===== config.mk =====
export PLATFORM = sky130hd
export DESIGN_NAME = operand_fetch_sequencer
export DESIGN_NICKNAME = d
export VERILOG_FILES = /design/src/rtl/operand_fetch_sequencer.sv
export SDC_FILE = /design/constraint.sdc
export NUM_CORES = 1
export LEC_CHECK = 0
export CELL_PAD_IN_SITES_DETAIL_PLACEMENT = 2
export CELL_PAD_IN_SITES_GLOBAL_PLACEMENT = 2
export CORE_ASPECT_RATIO = 0.7
export CORE_UTILIZATION = 18
export CTS_BUF_LIST = sky130_fd_sc_hd__clkbuf_16
export DETAILED_ROUTE_END_ITERATION = 10
export GPL_TIMING_DRIVEN = 0
export PLACE_DENSITY_LB_ADDON = 0.25
export SLEW_MARGIN = 40
export SYNTH_ARGS = -nofsm -noshare
export SYNTH_HDL_FRONTEND = slang
export SYNTH_SLANG_ARGS = --single-unit

===== constraint.sdc =====
create_clock -name clock -period 1.5 [get_ports clock]
set_input_delay 0.3 -clock clock [delete_from_list [all_inputs] [get_ports clock]]
set_output_delay 0.3 -clock clock [all_outputs]
set_load 0.005 [all_outputs]

===== src/rtl/operand_fetch_sequencer.sv =====
// operand_fetch_sequencer: reads up to two operands over one shared
// register-file read port and strobes them into the ALU input registers.
//
// Ports:
//   clock, reset         - single clock, synchronous active-high reset
//   run                  - CPU run enable; 0 freezes the CPU fetch path
//   req_valid/req_ready  - fetch request handshake from the decoder
//   req_{left,right}_en  - which operands to fetch
//   req_{left,right}_sel - source registers
//   rf_rd_sel/rf_rd_data - combinational register-file read port
//   left_load/right_load - input-register load strobes
//   op_done              - one-cycle pulse once the operands are latched
//   dbg_req/dbg_sel/dbg_ack/dbg_data - debug read port
//
// Build option: define OPSEQ_DEBUG_PORT_EN to add the debug read port.
// Without it the debug ports and the DBG state do not exist.
module operand_fetch_sequencer #(
  parameter int DATA_W = 8,
  parameter int SEL_W  = 2
) (
  input  logic              clock,
  input  logic              reset,
  input  logic              run,
  input  logic              req_valid,
  output logic              req_ready,
  input  logic              req_left_en,
  input  logic              req_right_en,
  input  logic [SEL_W-1:0]  req_left_sel,
  input  logic [SEL_W-1:0]  req_right_sel,
  output logic [SEL_W-1:0]  rf_rd_sel,
  input  logic [DATA_W-1:0] rf_rd_data,
  output logic              left_load,
  output logic              right_load,
`ifdef OPSEQ_DEBUG_PORT_EN
  output logic              op_done,
  input  logic              dbg_req,
  input  logic [SEL_W-1:0]  dbg_sel,
  output logic              dbg_ack,
  output logic [DATA_W-1:0] dbg_data
`else
  output logic              op_done
`endif
);

`ifdef OPSEQ_DEBUG_PORT_EN
  typedef enum logic [2:0] {
    IDLE, RD_LEFT, RD_RIGHT, DONE, DBG
  } state_t;
`else
  typedef enum logic [2:0] {
    IDLE, RD_LEFT, RD_RIGHT, DONE
  } state_t;
`endif

  state_t           state;
  logic [SEL_W-1:0] l_sel;
  logic [SEL_W-1:0] r_sel;
  logic             l_en;
  logic             r_en;
  logic             idle;
  logic             cpu_acc;

  assign idle = (state == IDLE);

`ifdef OPSEQ_DEBUG_PORT_EN
  logic last_dbg;
  logic cpu_pend;
  logic dbg_grant;

  // With both sides pending, whoever did not win last time wins now.
  assign cpu_pend  = idle && run && req_valid;
  assign dbg_grant = idle && dbg_req && !(cpu_pend && last_dbg);
  assign req_ready = idle && run && !dbg_grant && !reset;
`else
  assign req_ready = idle && run && !reset;
`endif

  assign cpu_acc = req_valid && req_ready;

  always_comb begin
    rf_rd_sel  = '0;
    left_load  = 1'b0;
    right_load = 1'b0;
    op_done    = 1'b0;
    unique case (state)
      RD_LEFT: begin
        rf_rd_sel = l_sel;
        left_load = run && l_en;
      end
      RD_RIGHT: begin
        rf_rd_sel  = r_sel;
        right_load = run && r_en;
      end
      DONE: op_done = run;
`ifdef OPSEQ_DEBUG_PORT_EN
      DBG: rf_rd_sel = dbg_sel;
`endif
      default: ;
    endcase
  end

  always_ff @(posedge clock) begin
    if (reset) begin
      state <= IDLE;
      l_sel <= '0;
      r_sel <= '0;
      l_en  <= 1'b0;
      r_en  <= 1'b0;
    end else begin
      unique case (state)
        IDLE: begin
`ifdef OPSEQ_DEBUG_PORT_EN
          if (dbg_grant) state <= DBG;
          else
`endif
          if (cpu_acc) begin
            l_sel <= req_left_sel;
            r_sel <= req_right_sel;
            l_en  <= req_left_en;
            r_en  <= req_right_en;
            if (req_left_en)       state <= RD_LEFT;
            else if (req_right_en) state <= RD_RIGHT;
            else                   state <= DONE;
          end
        end
        RD_LEFT:  if (run) state <= r_en ? RD_RIGHT : DONE;
        RD_RIGHT: if (run) state <= DONE;
        DONE:     if (run) state <= IDLE;
`ifdef OPSEQ_DEBUG_PORT_EN
        DBG:      state <= IDLE;
`endif
        default:  state <= IDLE;
      endcase
    end
  end

`ifdef OPSEQ_DEBUG_PORT_EN
  // Debug read completes in the cycle after DBG; data stays put
  // until the next debug read.
  always_ff @(posedge clock) begin
    if (reset) begin
      last_dbg <= 1'b1;
      dbg_ack  <= 1'b0;
      dbg_data <= '0;
    end else begin
      dbg_ack <= (state == DBG);
      if (state == DBG) dbg_data <= rf_rd_data;
      if (dbg_grant)    last_dbg <= 1'b1;
      else if (cpu_acc) last_dbg <= 1'b0;
    end
  end
`else
  logic unused_rd;
  assign unused_rd = ^rf_rd_data;
`endif

endmodule


* Word level (Yosys, flattened, before mapping)
Index checks and enable logic that the tools add are counted.
** Storage, ports and cells
- Bits of input ports :: 18
- Logic and storage cells :: 33
- Flip-flop bits (word level) :: 9
- Output and inout bits :: 6
** Operators by class
- Multiplexer cells :: 12
- Equal/unequal tests :: 7
- Reductions and logical operators :: 9
** Operator list (count)
- $mux 3 :: 4
- $pmux 3 s4 :: 1
- $eq 3x2->1 const B :: 2
- $ne 2x2->1 const B :: 3
- $logic_and 1x1->1 :: 5
- $mux 1 :: 5
- $pmux 2 s2 :: 1
- $reduce_and 4->1 :: 1
- $eq 3x1->1 const B :: 1
- $logic_not 3->1 :: 1
- $mux 2 :: 1
- $ne 2x1->1 const B :: 1
- $reduce_and 2->1 :: 1
- $logic_not 1->1 :: 1

* Logic depth before layout (Yosys ltp)
Gate-level depths: netlist (run 1).
- Depth after elaboration :: 6
- Mapped depth :: 7
- Gate-level depth less buffers :: 6

* Worst setup path after synthesis (run 1)
Ideal clock, no wire load.
- Kind :: register -> register
- Start point :: register state[0]
- End point :: register state[0]
- Buffers on the path :: 0
- Setup time :: 0.070 ns
- Required time :: 1.430 ns
- Setup slack :: -0.017 ns
- Arrival :: 1.447 ns
- Period minus slack after synthesis :: 1.517 ns
- Stages on the path, launching flop included :: 7
- Cell sequence :: dfxtp_1 -> inv_1 -> ha_1 -> nor3_1 -> o2bb2ai_2 -> or3_1 -> a21oi_1
** Between the ends
- Cells in the longest elaborated chain, start to end :: 6
- Elaborated cells on any way between the ends :: 13
- Those cells by class :: eq/ne: 7; mux: 1; reduce/logical: 5
** RTL lines
- start: declaration :: RTL line 55 : state_t state;
- start signal: assignment :: RTL line 126 : RD_LEFT: if (run) state <= r_en ? RD_RIGHT : DONE;
- $logic_not 3->1 :: RTL line 63, 110
- $logic_and 1x1->1 (2 in a row) :: RTL line 75 : assign req_ready = idle && run && !reset;
- $logic_and 1x1->1 :: RTL line 78 : assign cpu_acc = req_valid && req_ready;
- $ne 2x1->1 (no source line)
- $reduce_and 4->1 (no source line)
Parallel ways exist; a longest one is shown, timed or not.
A chain may end at the register's enable or synchronous reset.

* Worst setup path in the final report (run 1)
- Start point :: register state[1]
- End point :: output rf_rd_sel[1]
** Between the ends
- Cells in the longest elaborated chain, start to end :: 2
- Elaborated cells on any way between the ends :: 3
- Those cells by class :: eq/ne: 2; mux: 1
** RTL lines
- $eq 3x2->1 / $eq 3x1->1 (equally long branches) :: RTL line 85 : unique case (state)
- $pmux 2 s2 * :: RTL line 85
- end: declaration :: RTL line 30 : output logic [SEL_W-1:0] rf_rd_sel,
Mark *: on every way between the ends. The rest lies on a longest branch, timed or not.

==> flow_metrics.env, run 1 <==
export IMPL_core_area_um2=2530
export IMPL_synth_fa_ha_area_share_pct=12.7
export IMPL_grt_util_all_layers_pct=15.5
export IMPL_postLayoutCoreUtil_pct=36.1
export IMPL_peakVddDrop_v=0.000441
export IMPL_root_buffer="clkbuf_16"
export IMPL_start_util_pct=19.5
export IMPL_drt_iter0_markers=15
export IMPL_cts_tree="yes"
export IMPL_yosysWarnings=0
export IMPL_io_pins=24
export IMPL_yosys_area_share_simple_pct=30.1
export IMPL_cts_buffers=3
export IMPL_outcome="finished, violations left"
export IMPL_synth_top_area_share_pct=32.4
export IMPL_grt_remaining_overflow=0
export IMPL_ys_types=20
export IMPL_failed_checks="negative setup slack"
export IMPL_rows=15
export IMPL_worst_pin_slew_ps=314
export IMPL_synth_top_family_by_area="simple AND/OR/NAND/NOR gates"
export IMPL_fin_crit_sh_pct=105
export IMPL_r2r_cells=7
export IMPL_slew_limit_headroom_pct=79.1
export IMPL_nets=109
export IMPL_syn_num_nets=82
export IMPL_hold_buffers=0
export IMPL_vias=537
export IMPL_final_cells=118
export IMPL_powerDensity_nw_per_um2=1750
export IMPL_design_area_um2=915
export IMPL_synthMuxAreaShare_pct=0
export IMPL_die_h_um=45.8
export IMPL_clkTransAtPathRegs_ps=40
export IMPL_first_pass_iters=4
export IMPL_drc=0
export IMPL_setup_viol=5
export IMPL_routed_wl_um=1900
export IMPL_syn_avg_cell_area_um2=8.38
export IMPL_syn_inst=59
export IMPL_synth_top_area_cell="dfxtp_1"
export IMPL_hold_class="primary input to flip-flop"
export IMPL_antenna_found_initial=0
export IMPL_drt_wirelength_per_cell_um=16.1
export IMPL_drv_cap=0
export IMPL_worst_clock_skew_ps=0.981
export IMPL_cts_max_path_buffers=2
export IMPL_worstSkewPairLatency_ps=230
export IMPL_synth_xor_area_share_pct=0
export IMPL_place_congestion=0.722
export IMPL_maxSlewViolCount=0
export IMPL_fmax_mhz=634
export IMPL_die_w_um=64.6
export IMPL_synth_compound_area_share_pct=17.0
export IMPL_min_path_cells=2
export IMPL_detail_route_antenna_nets=0
export IMPL_setup_ws_ps=-78.3
export IMPL_grt_pass1_vias=586
export IMPL_post_route_min_period_ps=1580
export IMPL_io_buffers=13
export IMPL_placed_cells=106
export IMPL_die_area_um2=2960
export IMPL_ys_ff_latch=8
export IMPL_crit_path_start_kind="flip-flop"
export IMPL_diodes=0
export IMPL_grt_max_degree=11
export IMPL_cp_required_ps=1200
export IMPL_hpwlAfterDp_um=1150
export IMPL_final_hold_viol_count=0
export IMPL_grt_pass1_wl_um=3020
export IMPL_yosysSeqAreaShare_pct=32.4
export IMPL_drive_above_1_share_pct=50.0
export IMPL_cp_end_kind="output port"
export IMPL_h_tree_depth=1
export IMPL_placed_area_um2=672
export IMPL_synth_area_um2=494
export IMPL_area_growth_syn_to_layout_pct=85.1
export IMPL_cts_sinks=8
export IMPL_synth_area_top_cells="dfxtp_1, ha_1, a21oi_1"
export IMPL_arrival_ps=1280
export IMPL_crit_fanout=4
export IMPL_dp_slack_ps=-707
export IMPL_via_per_inst=4.55
export IMPL_crit_type="flip-flop to output port"
export IMPL_rsz0062_at_grt="true"
export IMPL_p_leak_nw=0.366
Yosys cell counts:
cell	count
buf_4	1
nand3_1	6
nand2_1	9
nor3_1	1
a21oi_1	9
ha_1	5
buf_2	1
o2bb2ai_2	1
a22oi_1	2
nand3b_4	1
nand2b_1	1
buf_6	1
a221oi_1	1
dfxtp_1	8
and2_1	1
and3b_2	1
inv_1	4
and3_1	2
or3_1	2
nor2b_1	2
flip-flops by register name, summed over array words and instances, names as in the netlist:
signal	flops
r_sel	2
r_en	1
l_en	1
l_sel	2
state	2
layout make-up:
cell class	instances	area, um2
Clock buffer	3	75.1
Multi-Input combinational cell	44	395
Fill cell	298	1620
Timing Repair Buffer	23	195
Sequential cell	8	168
Inverter	4	20.0
Buffer	2	18.8
Tap cell	34	42.5
power breakdown:
part / internal, mW / leakage, nW / switching [mW]
sequential: 0.265 / 0.0665 / 0.0535
combinational: 0.455 / 0.263 / 0.377
clock: 0.344 / 0.0370 / 0.110
final timing paths:
check | slack (ps) | startpoint | to
worst min register to register | 460 | l_en$_SDFFE_PP0P_ | l_en$_SDFFE_PP0P_
worst max-delay path | -80 | state[1]$_SDFFE_PP0P_ | rf_rd_sel[1]
worst min-delay path | 280 | reset | state[0]$_SDFFE_PP0P_
worst max register to register | -40 | state[0]$_SDFFE_PP0P_ | state[1]$_SDFFE_PP0P_
stage by stage:
stage | setup TNS, ps | power, mW | hold WS (ps)
floorplan | 0 | 0.582 | 429
global placement | -5220 | 0.723 | 442
detailed placement | -5570 | 0.730 | 454
CTS | -481 | 1.61 | 276
global route | -554 | 1.70 | 288
finish | -240 | 1.60 | 279
critical path, stage by stage, from the launching register on:
cell and delay (ps):
dfxtp_4 370, inv_4 50, ha_4 170, buf_6 130
a22oi_2 150, nor2b_2 60, buf_2 120
layer usage:
layer | wire length (um) | track usage [%] | vias to the layer above
met5 | 0 | 0 | -
met4 | 33 | 8.00 | 0
met3 | 93 | 5.25 | 4
met2 | 839 | 23.6 | 14
met1 | 931 | 19.6 | 261
li1 | - | - | 258
cell families after synthesis:
logic type / count (synthesis)
buffers and inverters: 7
flip-flops: 8
AO/OA/AOI/OAI: 13
AND/OR/NAND/NOR: 26
adder cells (fa/ha/maj): 5
cell usage in the layout, fill, tap and decap left out:
| master | instances |
|---|---|
| a21oi_1 | 6 |
| a21oi_2 | 3 |
| a221oi_1 | 1 |
| a22oi_2 | 2 |
| and2_1 | 1 |
| and3_1 | 1 |
| and3_4 | 1 |
| and3b_2 | 1 |
| buf_2 | 2 |
| buf_4 | 7 |
| buf_6 | 6 |
| clkbuf_16 | 3 |
| clkbuf_2 | 3 |
| clkdlybuf4s50_1 | 6 |
| dfxtp_1 | 6 |
| dfxtp_4 | 2 |
| dlygate4sd2_1 | 1 |
| ha_1 | 1 |
| ha_4 | 4 |
| inv_1 | 2 |
| inv_4 | 2 |
| nand2_1 | 7 |
| nand2_2 | 1 |
| nand2_4 | 1 |
| nand2b_1 | 1 |
| nand3_1 | 6 |
| nand3b_4 | 1 |
| nor2b_1 | 1 |
| nor2b_2 | 1 |
| nor3_4 | 1 |
| o2bb2ai_2 | 1 |
| or3_1 | 2 |
timing repair:
item	in CTS	in global routing
resized for setup	46	8
buffers inserted	11	0
pin swaps	7	2
setup endpoints to repair	14	14
Power figures use the tool's default switching activity.
==> inputs of run 2 (changes only) <==
--- a/config.mk
+++ b/config.mk
@@ -5,6 +5,7 @@
 export SDC_FILE = /design/constraint.sdc
 export NUM_CORES = 1
 export LEC_CHECK = 0
+export CAP_MARGIN = 20
 export CELL_PAD_IN_SITES_DETAIL_PLACEMENT = 2
 export CELL_PAD_IN_SITES_GLOBAL_PLACEMENT = 2
 export CORE_ASPECT_RATIO = 0.7
==> results of run 2 <==
The final DEF is identical to that of run 1; final timing and power are the same.
